[src/rtl/mult_pkg.sv]
// Shared definitions for the approximate-multiplier slice: widths, latency and
// the accumulator FSM encoding.
package mult_pkg;

  localparam int PW_DEF   = 32;
  localparam int OPW      = 16;
  localparam int MULT_LAT = 2;

  typedef enum logic [1:0] {
    IDLE = 2'd0,
    ACC  = 2'd1,
    HOLD = 2'd2
  } acc_state_e;

endpackage

[src/rtl/mult_accum.sv]
// Accumulates a programmed number of products into a wide sum and presents
// the result on a valid/ready output; overflow of the sum is flagged sticky.
module mult_accum
  import mult_pkg::*;
#(
  parameter int PW = PW_DEF,
  parameter int AW = 48,
  parameter int CW = 8
) (
  input  logic          clk,
  input  logic          rst,
  input  logic          start,
  input  logic [CW-1:0] len,
  input  logic          p_valid,
  input  logic [PW-1:0] p_in,
  output logic          sum_valid,
  input  logic          sum_ready,
  output logic [AW-1:0] sum_out,
  output logic          busy,
  output logic          ovf
);

  localparam logic [CW-1:0] CNT_ONE = CW'(1);

  acc_state_e    state_r, state_nxt_s;
  logic [AW-1:0] acc_r, acc_nxt_s;
  logic [CW-1:0] cnt_r, cnt_nxt_s;
  logic [AW-1:0] sum_out_r, sum_nxt_s;
  logic          sum_valid_r, busy_r;
  logic          ovf_r, ovf_nxt_s;
  logic [AW:0]   add_s;

  // one extra bit captures the carry out of the accumulator width
  assign add_s = {1'b0, acc_r} + {{(AW-PW+1){1'b0}}, p_in};

  // next-state and datapath selection
  always_comb begin
    state_nxt_s = state_r;
    acc_nxt_s   = acc_r;
    cnt_nxt_s   = cnt_r;
    sum_nxt_s   = sum_out_r;
    ovf_nxt_s   = ovf_r;
    case (state_r)
      IDLE: begin
        if (start) begin
          ovf_nxt_s = 1'b0;
          if (len != {CW{1'b0}}) begin
            acc_nxt_s   = {AW{1'b0}};
            cnt_nxt_s   = len;
            state_nxt_s = ACC;
          end else begin
            sum_nxt_s   = {AW{1'b0}};
            state_nxt_s = HOLD;
          end
        end else begin
          state_nxt_s = IDLE;
        end
      end
      ACC: begin
        if (p_valid) begin
          acc_nxt_s = add_s[AW-1:0];
          cnt_nxt_s = cnt_r - CNT_ONE;
          ovf_nxt_s = ovf_r | add_s[AW];
          if (cnt_r == CNT_ONE) begin
            sum_nxt_s   = add_s[AW-1:0];
            state_nxt_s = HOLD;
          end else begin
            state_nxt_s = ACC;
          end
        end else begin
          state_nxt_s = ACC;
        end
      end
      HOLD: begin
        if (sum_ready) begin
          state_nxt_s = IDLE;
        end else begin
          state_nxt_s = HOLD;
        end
      end
      default: begin
        state_nxt_s = IDLE;
      end
    endcase
  end

  // state, datapath and registered status outputs
  always_ff @(posedge clk or posedge rst) begin
    if (rst) begin
      state_r     <= IDLE;
      acc_r       <= {AW{1'b0}};
      cnt_r       <= {CW{1'b0}};
      sum_out_r   <= {AW{1'b0}};
      sum_valid_r <= 1'b0;
      busy_r      <= 1'b0;
      ovf_r       <= 1'b0;
    end else begin
      state_r     <= state_nxt_s;
      acc_r       <= acc_nxt_s;
      cnt_r       <= cnt_nxt_s;
      sum_out_r   <= sum_nxt_s;
      sum_valid_r <= (state_nxt_s == HOLD);
      busy_r      <= (state_nxt_s != IDLE);
      ovf_r       <= ovf_nxt_s;
    end
  end

  assign sum_valid = sum_valid_r;
  assign sum_out   = sum_out_r;
  assign busy      = busy_r;
  assign ovf       = ovf_r;

endmodule

[config.mk]
export PLATFORM = sky130hd
export DESIGN_NAME = mult_accum
export DESIGN_NICKNAME = d
export VERILOG_FILES = /design/src/rtl/mult_pkg.sv /design/src/rtl/mult_accum.sv
export SDC_FILE = /design/constraint.sdc
export NUM_CORES = 1
export LEC_CHECK = 0
export BUFFER_PORTS_ARGS = -buffer_cell sky130_fd_sc_hd__buf_2
export CORE_UTILIZATION = 30
export DETAILED_ROUTE_END_ITERATION = 16
export SLEW_MARGIN = 15
export SYNTH_ARGS = -nofsm -noshare
export SYNTH_HDL_FRONTEND = slang
export SYNTH_SLANG_ARGS = --single-unit
[constraint.sdc]
create_clock -name clk -period 6.2 [get_ports clk]
set_input_delay 1.24 -clock clk [delete_from_list [all_inputs] [get_ports clk]]
set_output_delay 1.24 -clock clk [all_outputs]
set_load 0.03 [all_outputs]
==> results.sh, run 1 <==
export IMPL_vias_per_cell=5.04
export IMPL_power_internal_mw=2.00
export IMPL_grt_overflow=0
export IMPL_syn_avg_cell_area_um2=8.58
export IMPL_report_final_slew_viol_count=0
export IMPL_dr_pass1_iters=5
export IMPL_cts_root_buf="clkbuf_16"
export IMPL_cts_tree="yes"
export IMPL_grt_pass1_vias=5211
export IMPL_synthCells=750
export IMPL_synth_edff_count=0
export IMPL_async_reset_ff_frac=1.00
export IMPL_fillers=2198
export IMPL_placementRows=53
export IMPL_cts_resized=0
export IMPL_hpwlAfterDp_um=11600
export IMPL_core_area_mm2=0.0210
export IMPL_period_share=0.640
export IMPL_fin_tns_setup_ns=0
export IMPL_cp_max_fo=9
export IMPL_slew_headroom=0.412
export IMPL_place_ws_ns=1.88
export IMPL_routed_wl_um=16100
export IMPL_vias=5544
export IMPL_hp_class="flop to flop"
export IMPL_pwr_share_comb=0.528
export IMPL_area_growth_pct=15.6
export IMPL_worst_setup_path_type="input pin to flop"
export IMPL_fmax_mhz=252
export IMPL_routabilityCongestion=0.879
export IMPL_post_route_min_period_ns=3.97
export IMPL_power_leakage_nw=3.52
export IMPL_worst_slack_ns=2.23
export IMPL_clockPowerShare=0.158
export IMPL_dieArea_mm2=0.0221
export IMPL_io_pins=96
export IMPL_synthesis_area_mm2=0.00644
export IMPL_drc_errors=0
export IMPL_status="completed"
export IMPL_initial_utilization=0.306
export IMPL_power_frac_seq=0.314
export IMPL_io_buffers=95
export IMPL_grt_use_total=0.154
export IMPL_p_sw_mw=1.67
export IMPL_worst_ep_required_time_ns=6.50
export IMPL_drv_cap=0
export IMPL_yosys_warnings=0
export IMPL_grt_pass1_wl_um=27100
export IMPL_synth_main_ff_cell="dfrtp_1"
export IMPL_cts_sinks=109
export IMPL_antenna_cells=0
export IMPL_postCtsHoldBufs=0
export IMPL_grt_start_max_net_pins=96
export IMPL_clk_latency_ns=0.36
export IMPL_post_synth_top_area_cell="dfrtp_1"
export IMPL_antenna_found_initial=0
export IMPL_synth_cell_types=62
export IMPL_setup_viol=0
export IMPL_max_vdd_ir_drop_mv=0.180
export IMPL_swShare=0.456
export IMPL_die_x_um=149
export IMPL_worst_setup_path_end_kind="flop"
export IMPL_dp_cells=1086
export IMPL_hold_viol=0
export IMPL_worstPathArrival_ns=4.27
export IMPL_power_density_mw_per_mm2=493
export IMPL_clk_path_buf_depth=2
export IMPL_postRouteAntennaNets=0
export IMPL_fp_dieH_um=149
export IMPL_synth_seq_cells=109
export IMPL_cts_buffers=9
export IMPL_syn_nets=830
export IMPL_synth_top_area_frac=0.424
export IMPL_fin_util=0.354
export IMPL_seq_area_frac_synth=0.424
export IMPL_htree_levels=3
export IMPL_nNetsFinal=902
export IMPL_post_drt_wl_per_cell_um=14.6
export IMPL_post_cts_buffers=0
export IMPL_start_kind="input pin"
export IMPL_max_slew_worst_pin_slew_ns=0.882
export IMPL_clock_skew_ns=0.0173
export IMPL_yosys_top_cells_area="dfrtp_1 (42%), o21ai_0 (8.9%), nand2_1 (8.7%)"
export IMPL_drive_above_1_share=0.159
export IMPL_finalNonFillerCells=1101
export IMPL_path_clk_slew_ns=0.08
export IMPL_rsz0062_at_grt="false"
export IMPL_drt_iter0_markers=278
export IMPL_p_total_mw=3.67
flip-flops by register name (all words and copies together) (netlist names):
name,cells
acc_r,48
sum_out,48
cnt_r,8
state_r,2
busy,1
ovf,1
sum_valid,1
cells by family after synthesis:
family | Yosys count | synth area share
buffers and inverters | 57 | 0.0350
AO/OA/AOI/OAI | 229 | 0.213
adder cells (fa/ha/maj) | 35 | 0.0692
AND/OR/NAND/NOR | 273 | 0.194
XOR/XNOR | 43 | 0.0585
flip-flops | 109 | 0.424
multiplexers | 4 | 0.00680
per-stage QoR:
| step | hold slack, ns | area (um2) |
|---|---|---|
| final | 0.475 | 7440 |
| after global routing | 0.497 | 7440 |
| after CTS | 0.482 | 7440 |
| after detailed placement | 0.466 | 7150 |
| after global placement | 0.455 | 7150 |
| after floorplan | 0.453 | 6440 |
worst max-delay path, cell delays in order:
cell     delay (ns)
buf_2          0.10
ha_1           0.21
fa_1           0.40
a21oi_1        0.25
o211a_1        0.25
and3b_1        0.21
or3_4          0.40
a31oi_4        0.24
a211o_1        0.39
nor2_1         0.14
or3_1          0.33
nand3_1        0.09
power by group through the flow:
stage / clock network (mW) / registers, mW / logic, mW
6_report: 0.581 / 1.15 / 1.94
5_1_grt: 0.623 / 1.19 / 2.19
4_1_cts: 0.601 / 1.15 / 1.95
3_5_place_dp: 0 / 1.16 / 1.95
3_3_place_gp: 0 / 1.16 / 1.93
2_1_floorplan: 0 / 1.32 / 1.30
final timing paths:
| check | start | endpoint | slack (ns) | depth (start not counted) |
|---|---|---|---|---|
| setup reg to reg | acc_r[0]$_DFFE_PP0P_ | acc_r[42]$_DFFE_PP0P_ | 2.85 | 11 |
| min in group asynchronous | rst | sum_out[11]$_DFFE_PP0P_ | 1.05 | 2 |
| hold / removal | sum_out[15]$_DFFE_PP0P_ | sum_out[15]$_DFFE_PP0P_ | 0.48 | 2 |
| hold reg to reg | sum_out[15]$_DFFE_PP0P_ | sum_out[15]$_DFFE_PP0P_ | 0.48 | 2 |
| max in group asynchronous | rst | acc_r[1]$_DFFE_PP0P_ | 4.07 | 3 |
| setup / recovery | p_in[0] | acc_r[42]$_DFFE_PP0P_ | 2.23 | 12 |
per-layer routing:
metal	up-vias	global-route usage	share of wire
met1	2615	0.217	0.49
met3	19	0.0337	0.053
met2	126	0.235	0.45
met5	-	0	0
met4	0	0.0464	0.014
li1	2784	-	-
layout by cell type, fill, tap and decap left out, types with 9 or more instances in the layout:
cell,synthesis,final
nand2_1,150,150
o21ai_0,115,115
dfrtp_1,109,109
buf_2,5,95
a21oi_1,46,46
nor2_1,39,39
ha_1,34,34
xnor2_1,27,27
inv_1,18,17
xor2_1,16,16
nand3_1,15,15
a21o_1,13,12
nand4_1,11,11
o31ai_1,11,11
nor3_1,10,10
or3_1,10,10
clkbuf_16,0,9
synth_stat cells (all sizes together), types with 4 or more instances:
library cell	instances
a211oi	4
a21o	13
a21oi	47
a31oi	5
and3	6
buf	9
clkbuf	30
dfrtp	109
ha	34
inv	18
nand2	150
nand2b	7
nand3	15
nand4	12
nor2	39
nor2b	5
nor3	10
nor4	6
o21ai	117
o21bai	6
o31ai	11
or3	12
xnor2	27
xor2	16
layout make-up:
class	count	area [um2]	share of cell area
clock inverters	5	60.1	0.00807
inverters	18	70.1	0.00942
repair buffers	100	513	0.0689
flip-flops and latches	109	2730	0.367
well taps	275	344	0.0462
multi-input cells	584	3500	0.470
clock buffers	10	229	0.0308
Note: power is estimated with default switching activity, not from simulation.
==> run 2, diff against run 1 <==
==> constraint.sdc (replaced) <==
create_clock -name clk -period 4 [get_ports clk]
set_input_delay 0.8 -clock clk [delete_from_list [all_inputs] [get_ports clk]]
set_output_delay 0.8 -clock clk [all_outputs]
set_load 0.03 [all_outputs]
==> run 2 against run 1 <==
- critical path depth increased by 1
- routed wire length increased by 1.9%
- via count decreased by 0.74%
- first-iteration DRC count decreased by 20%
- core utilization increased by 0.17 points
- combinational power increased by 57%
- register-to-register slack got worse by 2.1 ns
- setup slack got worse by 1.6 ns
- critical path type unchanged
- critical endpoint is now sum_out[46]$_DFFE_PP0P_
==> results.sh, run 2 (synthesis results as in run 1) <==
export IMPL_status="completed"
export IMPL_hold_viol=0
export IMPL_period_share=0.843
export IMPL_clk_latency_ns=0.37
export IMPL_post_drt_wl_per_cell_um=14.9
export IMPL_max_stage_delay_ns=0.41
export IMPL_vias_per_cell=4.98
export IMPL_cp_num_buf_inv=2
export IMPL_fillers=2251
export IMPL_power_leakage_nw=3.54
export IMPL_clock_skew_ns=0.0141
export IMPL_fin_tns_setup_ns=0
export IMPL_cts_root_buf="clkbuf_16"
export IMPL_power_density_mw_per_mm2=766
export IMPL_rsz0062_at_grt="false"
export IMPL_worst_path_stages=13
export IMPL_max_vdd_ir_drop_mv=0.283
export IMPL_drv_cap=0
export IMPL_post_cts_buffers=0
export IMPL_core_area_mm2=0.0210
export IMPL_grt_use_total=0.156
export IMPL_postCtsHoldBufs=0
export IMPL_hp_class="flop to flop"
export IMPL_cts_sinks=109
export IMPL_hold_depth=2
export IMPL_initial_utilization=0.306
export IMPL_worst_setup_path_end_kind="flop"
export IMPL_drc_errors=0
export IMPL_grt_pass1_vias=5223
export IMPL_final_common_cell="nand2_1"
export IMPL_antenna_cells=0
export IMPL_hpwlAfterDp_um=11800
export IMPL_r2r_worst_path_cells=12
export IMPL_antenna_found_initial=0
export IMPL_cp_max_fo=5
export IMPL_drt_iter0_markers=223
export IMPL_report_final_slew_viol_count=0
export IMPL_io_buffers=95
export IMPL_area_growth_pct=16.1
export IMPL_dieArea_mm2=0.0221
export IMPL_worst_setup_path_type="input pin to flop"
export IMPL_nNetsFinal=905
export IMPL_routed_wl_um=16400
export IMPL_cts_resized=0
export IMPL_path_clk_slew_ns=0.08
export IMPL_grt_overflow=0
export IMPL_placementRows=53
export IMPL_path_cells="buf_2, ha_1, fa_1, a21oi_1, o211a_1, and3b_1, or3_4, a31oi_4, a211o_1, buf_4, nor2_1, xnor2_1, o21ai_0"
export IMPL_dr_pass1_iters=5
export IMPL_setup_viol=0
export IMPL_worst_ep_required_time_ns=4.27
export IMPL_clk_path_buf_depth=2
export IMPL_ff_latch_area_mm2=0.00273
export IMPL_io_pins=96
export IMPL_max_slew_worst_pin_slew_ns=0.870
export IMPL_die_x_um=149
export IMPL_grt_pass1_wl_um=27100
export IMPL_fmax_mhz=297
export IMPL_mostFrequentLayoutCells="nand2_1 (150), o21ai_0 (115), dfrtp_1 (109), buf_2 (95), a21oi_1 (46)"
export IMPL_hold_slack_ns=0.475
export IMPL_cts_buffers=9
export IMPL_start_kind="input pin"
export IMPL_postRouteAntennaNets=0
export IMPL_multiInputGateArea_mm2=0.00350
export IMPL_fp_dieH_um=149
export IMPL_cts_tree="yes"
export IMPL_routabilityCongestion=0.866
export IMPL_vias=5503
export IMPL_path_delay_family="compound AO/OA/AOI/OAI gates"
export IMPL_htree_levels=3
export IMPL_slew_headroom=0.420
export IMPL_cpMaxStageDelayCell="fa_1"
export IMPL_post_route_min_period_ns=3.37
export IMPL_drive_above_1_share=0.164
export IMPL_grt_start_max_net_pins=96
export IMPL_worstPathArrival_ns=3.64
==> run 2: cell count changes in the layout (fill, tap and decap cells not counted) <==
cell and delta:
buf_4 +2, inv_6 +2, inv_8 +2, buf_12 +1
bufinv_16 -1, clkbuf_1 -1, clkinv_2 -1
==> run 2: final cells by class <==
class / instances / share of cell area
clock buffers: 9 / 0.0301
clock inverters: 7 / 0.00870
inverters: 18 / 0.00937
multi-input cells: 584 / 0.468
flip-flops and latches: 109 / 0.365
well taps: 275 / 0.0460
repair buffers: 103 / 0.0733
==> run 2: stage by stage <==
| step | util | area [um2] | total power, mW | std cells | setup slack (ns) |
|---|---|---|---|---|---|
| floorplan | - | 6440 | 4.06 | 750 | 0.326 |
| global placement | 0.342 | 7190 | 4.81 | 1089 | 0.348 |
| detailed placement | 0.342 | 7190 | 4.84 | 1089 | 0.272 |
| CTS | 0.356 | 7480 | 5.78 | 1105 | 0.662 |
| global route | 0.356 | 7480 | 6.24 | 1105 | 0.488 |
| finish | 0.356 | 7480 | 5.73 | 1105 | 0.629 |
==> run 2: per-layer routing <==
layer / GRT usage / share of wire / up-vias
met1: 0.216 / 0.50 / 2603
met5: 0 / 0 / -
li1: - / - / 2774
met2: 0.242 / 0.44 / 113
met4: 0.0402 / 0.011 / 0
met3: 0.0365 / 0.047 / 13
==> run 2: worst paths after layout <==
kind / start / end / slack (ns)
worst max-delay path: p_in[0] / sum_out[46]$_DFFE_PP0P_ / 0.63
worst min-delay path: sum_out[25]$_DFFE_PP0P_ / sum_out[25]$_DFFE_PP0P_ / 0.47
worst max register to register: acc_r[0]$_DFFE_PP0P_ / sum_out[46]$_DFFE_PP0P_ / 0.80
worst min register to register: sum_out[25]$_DFFE_PP0P_ / sum_out[25]$_DFFE_PP0P_ / 0.47
max in group asynchronous: rst / sum_out[28]$_DFFE_PP0P_ / 2.71
min in group asynchronous: rst / sum_out[11]$_DFFE_PP0P_ / 0.54
==> run 2: tightest hold or removal path, stage by stage (launching register included) <==
cell and delay, ns:
dfrtp_1 0.34, nand2_1 0.04, o21ai_0 0.05
==> run 2: power by group <==
part / total (mW) / switching (mW) / leakage, nW / internal [mW]
Clock: 0.909 / 0.468 / 0.141 / 0.440
Sequential: 1.78 / 0.274 / 1.39 / 1.51
Combinational: 3.04 / 1.92 / 2.00 / 1.12
==> run 3, diff against run 2 <==
--- a/config.mk
+++ b/config.mk
@@ -5,6 +5,7 @@
 export SDC_FILE = /design/constraint.sdc
 export NUM_CORES = 1
 export LEC_CHECK = 0
+export ABC_AREA = 1
 export BUFFER_PORTS_ARGS = -buffer_cell sky130_fd_sc_hd__buf_2
 export CORE_UTILIZATION = 30
 export DETAILED_ROUTE_END_ITERATION = 16
==> constraint.sdc (replaced) <==
create_clock -name clk -period 3.02 [get_ports clk]
set_input_delay 0.604 -clock clk [delete_from_list [all_inputs] [get_ports clk]]
set_output_delay 0.604 -clock clk [all_outputs]
set_load 0.03 [all_outputs]
==> run 3 against run 2 <==
- clock power grew 54%
- synthesized area grew 22%
- final cell count grew 51%
==> results.sh, run 3 <==
export IMPL_grt_pass1_wl_um=40000
export IMPL_muxShareOfSynthArea=0
export IMPL_r2r_worst_path_cells=9
export IMPL_vias_per_cell=4.72
export IMPL_fp_dieH_um=164
export IMPL_p_total_mw=8.29
export IMPL_synth_most_common_cell="nand2_1"
export IMPL_grt_overflow=0
export IMPL_cpMaxStageDelayCell="o21ai_0"
export IMPL_area_growth_pct=15.7
export IMPL_status="completed"
export IMPL_dieArea_mm2=0.0268
export IMPL_worst_path_stages=9
export IMPL_synth_seq_cells=109
export IMPL_core_area_mm2=0.0254
export IMPL_synthAdderAreaFrac=0.0568
export IMPL_io_pins=96
export IMPL_power_density_mw_per_mm2=915
export IMPL_hp_class="input pin to async pin"
export IMPL_path_delay_family="compound AO/OA/AOI/OAI gates"
export IMPL_yosys_top_cells_area="dfrtp_1 (35%), nand2_1 (24%), inv_1 (9.2%)"
export IMPL_cts_buffers=9
export IMPL_crit_reg2reg_launch="acc_r[19]$_DFFE_PP0P_"
export IMPL_cts_root_buf="clkbuf_16"
export IMPL_postRouteAntennaNets=0
export IMPL_drc_errors=0
export IMPL_drive_above_1_share=0.101
export IMPL_grt_pass1_vias=7729
export IMPL_seq_area_frac_synth=0.348
export IMPL_path_clk_slew_ns=0.08
export IMPL_hpwlAfterDp_um=19600
export IMPL_synthCells=1252
export IMPL_synthTopCellsByCount="nand2_1 (505), inv_1 (193), dfrtp_1 (109)"
export IMPL_syn_nets=1332
export IMPL_htree_levels=3
export IMPL_place_ws_ns=0.240
export IMPL_yosys_warnings=0
export IMPL_final_common_cell="nand2_1"
export IMPL_synth_cell_types=30
export IMPL_max_vdd_ir_drop_mv=0.393
export IMPL_worstPathArrival_ns=2.68
export IMPL_synth_edff_count=0
export IMPL_timing_rr_end="acc_r[20]$_DFFE_PP0P_"
export IMPL_cts_sinks=109
export IMPL_grt_start_max_net_pins=77
export IMPL_worst_setup_path_type="flop to flop"
export IMPL_post_drt_wl_per_cell_um=14.8
export IMPL_synth_simple_gate_area_frac=0.383
export IMPL_antenna_cells=0
export IMPL_antenna_found_initial=0
export IMPL_die_x_um=164
export IMPL_cp_num_buf_inv=2
export IMPL_synth_compound_area_share=0.0982
export IMPL_fin_tns_setup_ns=0
export IMPL_async_reset_ff_frac=1.00
export IMPL_grt_use_total=0.194
export IMPL_setup_viol=0
export IMPL_post_route_min_period_ns=2.46
export IMPL_max_slew_worst_pin_slew_ns=0.758
export IMPL_finalNonFillerCells=1673
export IMPL_dp_cells=1657
export IMPL_synth_top_area_frac=0.348
export IMPL_yosys_area_share_xor_xnor=0
export IMPL_max_stage_delay_ns=0.47
export IMPL_path_cells="ha_1, nand2_1, inv_1, a21oi_1, nand2_1, inv_1, nand3_1, o21ai_0, o21ai_0"
export IMPL_mostFrequentLayoutCells="nand2_1 (505), inv_1 (192), dfrtp_1 (109), buf_2 (95), nor2_1 (93)"
export IMPL_hold_viol=0
export IMPL_worst_setup_path_end_kind="flop"
export IMPL_synth_main_ff_cell="dfrtp_1"
export IMPL_clk_latency_ns=0.36
export IMPL_syn_avg_cell_area_um2=6.26
export IMPL_synth_top_family_by_area="simple AND/OR/NAND/NOR gates"
export IMPL_routabilityCongestion=0.955
export IMPL_start_kind="flop"
export IMPL_cp_max_fo=5
export IMPL_worst_slack_ns=0.563
export IMPL_worst_ep_required_time_ns=3.25
export IMPL_cts_tree="yes"
export IMPL_synthesis_area_mm2=0.00784
export IMPL_fmax_mhz=407
export IMPL_drt_iter0_markers=518
export IMPL_report_final_slew_viol_count=0
export IMPL_initial_utilization=0.309
export IMPL_postCtsHoldBufs=0
export IMPL_post_cts_buffers=0
export IMPL_cts_resized=0
export IMPL_nNetsFinal=1418
export IMPL_power_leakage_nw=5.13
export IMPL_io_buffers=95
export IMPL_rsz0062_at_grt="false"
export IMPL_period_share=0.814
export IMPL_drv_cap=0
export IMPL_reg2reg_slack_ns=0.56
export IMPL_startpoint="acc_r[19]$_DFFE_PP0P_"
export IMPL_slew_headroom=0.494
export IMPL_hold_slack_ns=0.365
export IMPL_routed_wl_um=24700
export IMPL_vias=7899
export IMPL_post_synth_top_area_cell="dfrtp_1"
export IMPL_placementRows=58
export IMPL_dr_pass1_iters=5
export IMPL_clock_skew_ns=0.0139
export IMPL_clk_path_buf_depth=2
[run 3: worst max-delay path by stage]
stage	end
2_1_floorplan	acc_r[32]$_DFFE_PP0P_
3_3_place_gp	acc_r[16]$_DFFE_PP0P_
3_5_place_dp	acc_r[16]$_DFFE_PP0P_
4_1_cts	acc_r[16]$_DFFE_PP0P_
5_1_grt	acc_r[16]$_DFFE_PP0P_
6_report	acc_r[20]$_DFFE_PP0P_
[run 3: where the power goes]
part           switching (mW)  internal (mW)  total (mW)
Clock                   0.619          0.786        1.40
Sequential              0.315           1.96        2.27
Combinational            3.23           1.38        4.61
[run 3: metrics by stage]
stage	cell area [um2]	util
2_1_floorplan	7840	-
3_3_place_gp	8720	0.343
3_5_place_dp	8720	0.343
4_1_cts	9060	0.357
5_1_grt	9060	0.357
6_report	9060	0.357
[run 3: cell families (layout without fill, tap and decap cells)]
kind of cell,count (synthesis),count (layout)
AND/OR/NAND/NOR,730,730
adder cells (fa/ha/maj),35,35
buffers and inverters,229,320
AO/OA/AOI/OAI,149,149
flip-flops,109,109
[run 3: layout make-up]
type	count	area (um2)
multi-input cells	914	4220
clock inverters	5	88.8
fillers	2877	16300
flip-flops and latches	109	2730
well taps	330	413
clock buffers	11	253
repair buffers	105	613
inverters	199	751
[run 3: per-layer routing]
layer | vias up | global-route usage | part of all wire
li1 | 4106 | - | -
met2 | 205 | 0.312 | 0.44
met4 | 0 | 0.0551 | 0.016
met5 | - | 0 | 0
met1 | 3561 | 0.266 | 0.49
met3 | 27 | 0.0330 | 0.053
